--- src/rtl/hazard_pkg.sv ---
// Shared types for the hazard/forwarding unit: operand-select codes, per-stage metadata, x0 index.
package hazard_pkg;

  localparam int REG_W = 5;
  localparam logic [REG_W-1:0] REG_X0 = '0;

  typedef enum logic [1:0] {
    FWD_REG = 2'b00,
    FWD_WB  = 2'b01,
    FWD_MEM = 2'b10
  } fwd_sel_t;

  typedef struct packed {
    logic [REG_W-1:0] rs1;
    logic [REG_W-1:0] rs2;
    logic [REG_W-1:0] rd;
    logic             regwrite;
    logic             load;
  } stage_meta_t;

  localparam stage_meta_t META_BUBBLE = '0;

  // MEM result is younger than WB, so it must win when both target the same register.
  function automatic fwd_sel_t fwd_select(input logic [REG_W-1:0] rs,
                                          input logic [REG_W-1:0] rd_m, input logic regwrite_m,
                                          input logic [REG_W-1:0] rd_w, input logic regwrite_w);
    fwd_sel_t sel;
    sel = FWD_REG;
    if (rs != REG_X0 && regwrite_m && rs == rd_m)
      sel = FWD_MEM;
    else if (rs != REG_X0 && regwrite_w && rs == rd_w)
      sel = FWD_WB;
    return sel;
  endfunction

endpackage

--- src/rtl/hazard_stage_reg.sv ---
// One pipeline stage of shadow metadata; 1-cycle register, bubble loads all-zero.
// No backpressure: loads every edge. KEEP_SRC=0 drops the rs/load fields (M and W stages).
module hazard_stage_reg
  import hazard_pkg::*;
#(
  parameter bit KEEP_SRC = 1'b1
) (
  input  logic        clk,
  input  logic        rst_n,
  input  logic        bubble,
  input  stage_meta_t d,
  output stage_meta_t q
);

  stage_meta_t nxt;

  always_comb begin
    nxt = bubble ? META_BUBBLE : d;
    if (!KEEP_SRC) begin
      nxt.rs1  = '0;
      nxt.rs2  = '0;
      nxt.load = 1'b0;
    end
  end

  always_ff @(posedge clk or negedge rst_n) begin
    if (!rst_n)
      q <= META_BUBBLE;
    else
      q <= nxt;
  end

endmodule

--- src/rtl/hazard_fwd_unit.sv ---
// EX operand-forward selects plus load-use stall / branch flush for a 5-stage pipe; outputs combinational.
// No backpressure: shadow E/M/W metadata advances every edge. HAZARD_PERF_EN adds stall/flush counters.
module hazard_fwd_unit
  import hazard_pkg::*;
#(
  parameter int REG_ADDR_W = 5,
  parameter int CNT_W      = 32
) (
  input  logic                  clk,
  input  logic                  rst_n,
  input  logic [REG_ADDR_W-1:0] rs1_d,
  input  logic [REG_ADDR_W-1:0] rs2_d,
  input  logic [REG_ADDR_W-1:0] rd_d,
  input  logic                  regwrite_d,
  input  logic                  load_d,
  input  logic                  valid_d,
  input  logic                  pcsrc_e,
  output logic [1:0]            forward_a_e,
  output logic [1:0]            forward_b_e,
  output logic                  stall_f,
  output logic                  stall_d,
  output logic                  flush_d,
  output logic                  flush_e,
  output logic [CNT_W-1:0]      stall_count,
  output logic [CNT_W-1:0]      flush_count
);

  stage_meta_t d_meta, e_q, m_q, w_q;
  fwd_sel_t    fwd_a, fwd_b;
  logic        lw_stall, e_bubble;

  assign d_meta = '{rs1: rs1_d, rs2: rs2_d, rd: rd_d, regwrite: regwrite_d, load: load_d};
  assign e_bubble = flush_e | ~valid_d;

  hazard_stage_reg #(.KEEP_SRC(1'b1)) u_stage_e (
    .clk(clk), .rst_n(rst_n), .bubble(e_bubble), .d(d_meta), .q(e_q)
  );

  hazard_stage_reg #(.KEEP_SRC(1'b0)) u_stage_m (
    .clk(clk), .rst_n(rst_n), .bubble(1'b0), .d(e_q), .q(m_q)
  );

  hazard_stage_reg #(.KEEP_SRC(1'b0)) u_stage_w (
    .clk(clk), .rst_n(rst_n), .bubble(1'b0), .d(m_q), .q(w_q)
  );

  // W is the last stage; its source/load fields are never consumed.
  logic unused_w_fields;
  assign unused_w_fields = ^{w_q.rs1, w_q.rs2, w_q.load};

  assign fwd_a = fwd_select(e_q.rs1, m_q.rd, m_q.regwrite, w_q.rd, w_q.regwrite);
  assign fwd_b = fwd_select(e_q.rs2, m_q.rd, m_q.regwrite, w_q.rd, w_q.regwrite);

  // A taken branch discards D anyway, so it suppresses the load-use stall.
  assign lw_stall = rst_n & valid_d & e_q.load & (e_q.rd != REG_X0) &
                    ((e_q.rd == rs1_d) | (e_q.rd == rs2_d)) & ~pcsrc_e;

  assign forward_a_e = rst_n ? fwd_a : FWD_REG;
  assign forward_b_e = rst_n ? fwd_b : FWD_REG;
  assign stall_f     = lw_stall;
  assign stall_d     = lw_stall;
  assign flush_d     = rst_n & pcsrc_e;
  assign flush_e     = lw_stall | flush_d;

`ifdef HAZARD_PERF_EN
  logic [CNT_W-1:0] stall_cnt_q, flush_cnt_q;

  always_ff @(posedge clk or negedge rst_n) begin
    if (!rst_n) begin
      stall_cnt_q <= '0;
      flush_cnt_q <= '0;
    end else begin
      if (lw_stall && stall_cnt_q != '1)
        stall_cnt_q <= stall_cnt_q + 1'b1;
      if (flush_d && flush_cnt_q != '1)
        flush_cnt_q <= flush_cnt_q + 1'b1;
    end
  end

  assign stall_count = stall_cnt_q;
  assign flush_count = flush_cnt_q;
`else
  assign stall_count = '0;
  assign flush_count = '0;
`endif

endmodule

--- config.mk ---
export PLATFORM = sky130hd
export DESIGN_NAME = hazard_fwd_unit
export DESIGN_NICKNAME = d
export VERILOG_FILES = /design/src/rtl/hazard_pkg.sv /design/src/rtl/hazard_stage_reg.sv /design/src/rtl/hazard_fwd_unit.sv
export SDC_FILE = /design/constraint.sdc
export NUM_CORES = 1
export LEC_CHECK = 0
export ABC_AREA = 1
export CORE_MARGIN = 5
export CORE_UTILIZATION = 38
export CTS_BUF_LIST = sky130_fd_sc_hd__clkbuf_4
export CTS_CLUSTER_SIZE = 16
export DETAILED_ROUTE_END_ITERATION = 7
export GPL_TIMING_DRIVEN = 1
export PLACE_DENSITY = 0.76
export SETUP_SLACK_MARGIN = 0.2
export SLEW_MARGIN = 5
export SYNTH_ARGS = -nofsm -noshare
export SYNTH_HDL_FRONTEND = slang
export SYNTH_SLANG_ARGS = --single-unit
--- constraint.sdc ---
create_clock -name clk -period 1.5 [get_ports clk]
set_input_delay 0.225 -clock clk [delete_from_list [all_inputs] [get_ports clk]]
set_output_delay 0.225 -clock clk [all_outputs]
set_load 0.02 [all_outputs]
## Yosys cells after proc, flatten, opt, wreduce, memory -nomap -nowiden

Cells that the tools add are included.

| word-level totals | value |
|---|---|
| memory bits (writable) | 0 |
| logic and storage cells | 44 |
| input port bits | 21 |
| bits in registers | 29 |
| output and inout port bits | 72 |
| ROM bits | 0 |
| bits in latches | 0 |
| memories kept | 0 |

| operators by class | value |
|---|---|
| $lt $le $gt $ge | 0 |
| muxes and demuxes | 7 |
| shift operators | 0 |
| div/mod/pow operators | 0 |
| reductions and logical operators | 11 |
| bitwise logic cells | 11 |
| multiply operators | 0 |
| equality and inequality tests | 6 |
| add/subtract/negate cells | 0 |

Operators with widths:

| operator | number |
|---|---|
| 5-bit == test | 6 |
| 17-bit two-way mux | 1 |
| 5-bit nonzero test | 3 |
| 1-bit logical AND | 8 |
| 2-bit two-way mux | 4 |
| 1-bit bitwise AND | 6 |
| 1-bit OR | 3 |
| 1-bit two-way mux | 2 |
| 1-bit NOT | 2 |

## Depth between registers and ports, before layout

Gate-level depths: netlist of run 1.

| depth | value |
|---|---|
| word-level depth | 8 |
| depth in mapped cells | 10 |
| gate-level depth less buffers | 9 |

## Modules after synthesis

From an unflattened synthesis of run 1, not the netlist that was laid out.

| second synthesis, totals | value |
|---|---|
| cells, all modules | 308 |
| area total of the unflattened synthesis | 2240.9 sq um |

Modules (own cells, without submodules):

| module | cells an instance | instances | area an instance (sq um) | sequential area each (sq um) |
|---|---|---|---|---|
| hazard_fwd_unit | 195 | 1 | 1098.6 | 0.0 |
| hazard_stage_reg (u_stage_e) | 53 | 1 | 579.3 | 425.4 |
| hazard_stage_reg (u_stage_m ...) | 30 | 2 | 281.5 | 150.1 |

## Least setup slack after synthesis of run 1

No wires, ideal clock.

| path | value |
|---|---|
| path type | register to output |
| from | register u_stage_e.q[9] (netlist bit) |
| to | output port forward_b_e[0] |
| arrival | 1389 ps |
| setup slack | -114 ps |
| data required time | 1275 ps |
| cell stages (with the launch flop) | 5 |
| buffers on the path | 0 |
| cell sequence | dfrtp_1 > or2_2 > a21oi_1 > nand4_1 > nor3_1 |

| on the way | value |
|---|---|
| cells in the longest elaborated chain, start to end | 6 |
| elaborated cells on any way between the ends | 10 |
| classes of those cells | 2 x eq/ne; 3 x mux; 5 x reduce/logical |

RTL lines:

| what | RTL line | text |
|---|---|---|
| start: declaration | hazard_stage_reg.sv:12 | `output stage_meta_t q` |
| start signal: assignment | hazard_stage_reg.sv:30 | `q <= nxt;` |
| 5-bit nonzero test | hazard_pkg.sv:29, hazard_pkg.sv:31 |  |
| 1-bit logical AND (2 in series) | hazard_pkg.sv:31 | `else if (rs != REG_X0 && regwrite_w && rs == rd_w)` |
| 1-bit two-way mux | hazard_pkg.sv:31 |  |
| 2-bit two-way mux * | hazard_pkg.sv:29 | `if (rs != REG_X0 && regwrite_m && rs == rd_m)` |
| 2-bit two-way mux * | hazard_fwd_unit.sv:59 | `assign forward_b_e = rst_n ? fwd_b : FWD_REG;` |
| end: declaration | hazard_fwd_unit.sv:19 | `output logic [1:0] forward_b_e,` |

Mark *: on every way between the ends. The rest lies on a longest branch, timed or not.

## Worst setup path after layout of run 1

| path | value |
|---|---|
| from | register u_stage_m.q[4] (netlist bit) |
| to | output port forward_b_e[0] |

| on the way | value |
|---|---|
| cells in the longest elaborated chain, start to end | 4 |

RTL lines:

| what | RTL line |
|---|---|
| start: declaration | hazard_stage_reg.sv:12 |
| start signal: assignment | hazard_stage_reg.sv:30 |
| 5-bit == test | hazard_pkg.sv:29 |
| 1-bit logical AND | hazard_pkg.sv:29 |
| 2-bit two-way mux | hazard_pkg.sv:29 |
| 2-bit two-way mux | hazard_fwd_unit.sv:59 |

No other way between the ends.

==> results by group, run 1 <==
Outcome
  • Status: finished with violations
  • Failing checks: negative setup slack

Setup path
  • R2r endpoint: u_stage_e.q[3]$_DFF_PN0_
  • Arrival time at the worst endpoint: 1.58 ns
  • Crit-path max FO: 2
  • R2r startpoint: u_stage_e.q[3]$_DFF_PN0_
  • R2r setup slk: -0.03 ns
  • Required @ worst endpoint: ~1.3 ns
  • CP Launch Type: register
  • Critical path endpoint category: output port
  • R2R depth: 9
  • Crit path kind: reg2out

Yosys
  • Flops & latches, synth: 29
  • XOR/XNOR Fraction of Synth Area: approximately 5.0%
  • Main synth FF type: dfrtp_1
  • Synth warn: 0
  • Syn Inst Count: around 240
  • Register area share after synthesis: about two fifths
  • Mapped cell area: 0.00191 mm²
  • Post-synthesis mux area share: 0%
  • Post-Synth Simple-Gate Area: between 10% and 20%
  • Largest family of logic cells by synthesized area: buffers and inverters
  • Syn_area_per_cell: 7.89 µm²
  • Cell taking the most area after synthesis: dfrtp_1
  • Yosys top cell area share: 38.0%
  • Ys async rst share: between 90% and 100%
  • Synth top area cells: dfrtp_1, buf_4, inv_1
  • Post-synthesis adder-cell area fraction: 0%
  • Synth Area in Compound Gates: 4.33%
  • EDFF count, synth: 0
  • Synth unique cells: 24

Clocking
  • CTS Buf Count: 5
  • H-tree levels: 2
  • Sink Count: 29
  • Clock insertion delay at the later pin of the skew report: between 0.3 and 0.4 ns
  • Clk pin slew, worst setup/hold paths: about 0.080 ns
  • Clock root cell: clkbuf_4
  • Max clock buf depth: 2
  • CTS tree: yes

Finish
  • Reg area: between 700 and 800 µm²
  • N_diodes: 0
  • Post-Layout Cell Count: 382
  • Layout cell share with drive strength beyond 1: 29.5%
  • # nets final: about 340
  • Commonest non-fill, non-tap cell in the layout: conb_1
  • Area Overhead vs Synth: 33.1%
  • Most frequent cells in the layout: conb_1, buf_4, inv_1
  • Fillers: about 450
  • Cell area after layout: 0.00254 mm²
  • Footprint of the multi-input gates: around 930 µm²

Route
  • Vias/cell: roughly 3.9
  • Vias: about 1,500
  • DRT Pass-1 Iters: 4
  • WL/cell: between 10 and 15 µm
  • Post-route ant nets: 0
  • Residual DRC: 0
  • Initial DRC count: between 50 and 60
  • Routed WL: between 4000 and 5000 µm

Floorplan
  • Die W: 80.9 µm
  • Die area: 0.00654 mm²
  • Initial Util: about two fifths
  • I/O pins: 93
  • Core area: 0.00479 mm²
  • Die Ht: 80.9 µm
  • Row Count: 25

Placement
  • Dpl hpwl: 3040 µm
  • Dpl cell area: 0.00221 mm²
  • Port Buf Inserts: 28
  • Place WS: -0.796 ns
  • Dpl cells: 356
  • GP Congestion: a little under 0.9

Global routing
  • Global-route wire length before repair: 5820 µm
  • Gr usage total: between 10% and 20%
  • Pin count of the biggest net entering global routing: 16
  • Total congestion overflow: 0
  • Initial antenna violation count: 0
  • Vias in the first global route: 1,315

Timing
  • Setup_tns: -1.86 ns
  • WHS: 0.0718 ns
  • Minimum clock period: 1.81 ns
  • Final setup viols: 13
  • RSZ-0062 raised after global routing: yes
  • Final Slew Violations: 0
  • Clock Skews: 0.0138 ns
  • Max Clk Rate: between 500 and 600 MHz
  • PnR worst setup slack: -0.305 ns
  • Final Cycle Share: 120%
  • Hold Violations, Final: 0

Hold path
  • Hold crit path type: in2async

Pwr
  • VDD IR max: about 0.53 mV
  • Lkg Pwr: between 1 and 1.5 nW
  • Pwr dens: 742 mW/mm²

Run
  • Max_cap viols: 0
## layer usage
metal	routed length [µm]	part of all wire (%)	vias to the layer above	global-route usage (%)
li1	-	-	750	-
met1	1370	34	667	12.8
met2	2270	56	54	20.7
met3	304	7.5	8	3.55
met4	79	2.0	0	4.90
met5	0	0	-	0
## per-stage QoR
| stage | power, mW | utilization [%] |
|---|---|---|
| after CTS | 1.84 | 49.7 |
| after global placement | 1.31 | 46.3 |
| final | 1.89 | 53.1 |
| after detailed placement | 1.32 | 46.3 |
| after floorplan | 1.28 | - |
| after global routing | 1.99 | 53.1 |
## worst max-delay path, stage by stage (launching register included)
cell and delay [ns]:
dfrtp_1 0.40, buf_4 0.14, xor2_1 0.13, nor2_1 0.13, nand2_2 0.11, nor2_2 0.16
nor3_4 0.05, buf_6 0.13
## registers in the layout, summed over array words and instances (netlist names)
| register | flops |
|---|---|
| u_stage_m.q | 6 |
| u_stage_w.q | 6 |
| u_stage_e.q | 17 |
## report_power, final
group / internal (mW) / leakage (nW) / switching (mW)
registers: 0.822 / 0.379 / 0.0378
clock network: 0.241 / 0.0368 / 0.258
logic: 0.203 / 0.988 / 0.324
total: 1.27 / 1.40 / 0.620
## logic make-up (layout without fill, tap and decap cells)
logic type / after synthesis / in the layout
buf+inv: 103 / 111
simple gates: 85 / 87
flops: 29 / 29
xor+xnor: 11 / 11
other cells: 1 / 64
compound gates: 13 / 13
## cell usage after synthesis (2+ instances only)
cell	count
buf_4	65
inv_1	37
nand2_1	34
nor2_1	33
dfrtp_1	29
nor3_1	6
xor2_1	6
nand3_1	5
xnor2_1	5
a21oi_1	4
o22ai_1	3
nand4_1	2
or2_2	2
## how the worst max path moves through the flow
stage	start	to	slack, ns	cells after the start
2_1_floorplan	u_stage_e.q[11]$_DFF_PN0_	forward_b_e[1]	0.18	4
3_3_place_gp	rst_n	forward_a_e[0]	-0.77	8
3_5_place_dp	rst_n	flush_e	-0.80	8
4_1_cts	u_stage_m.q[6]$_DFF_PN0_	forward_b_e[0]	-0.38	6
5_1_grt	u_stage_e.q[3]$_DFF_PN0_	flush_e	-0.42	8
6_report	u_stage_m.q[4]$_DFF_PN0_	forward_b_e[0]	-0.31	7
## final cells by class
class | instances | share of cell area [%]
Clock buffer | 8 | 2.36
Inverter | 37 | 5.56
Multi-Input combinational cell | 175 | 36.8
Sequential cell | 29 | 28.7
Tap cell | 67 | 3.30
Timing Repair Buffer | 66 | 23.3
## repair_timing
item,4_1_cts,5_1_grt
hold buffers,2,0
buffers inserted,3,11
cloned,2,0
pin swaps,10,8
hold endpoints to repair,8,0
gates resized for setup,60,31
endpoints found under the setup margin,25,25
(Power assumes the default switching activity.)
==> inputs of run 2 (changes only) <==
--- a/config.mk
+++ b/config.mk
@@ -11,7 +11,6 @@
 export CTS_BUF_LIST = sky130_fd_sc_hd__clkbuf_4
 export CTS_CLUSTER_SIZE = 16
 export DETAILED_ROUTE_END_ITERATION = 7
-export GPL_TIMING_DRIVEN = 1
 export PLACE_DENSITY = 0.76
 export SETUP_SLACK_MARGIN = 0.2
 export SLEW_MARGIN = 5
==> results of run 2 <==
No change in the layout: final DEF, timing and power equal those of run 1.
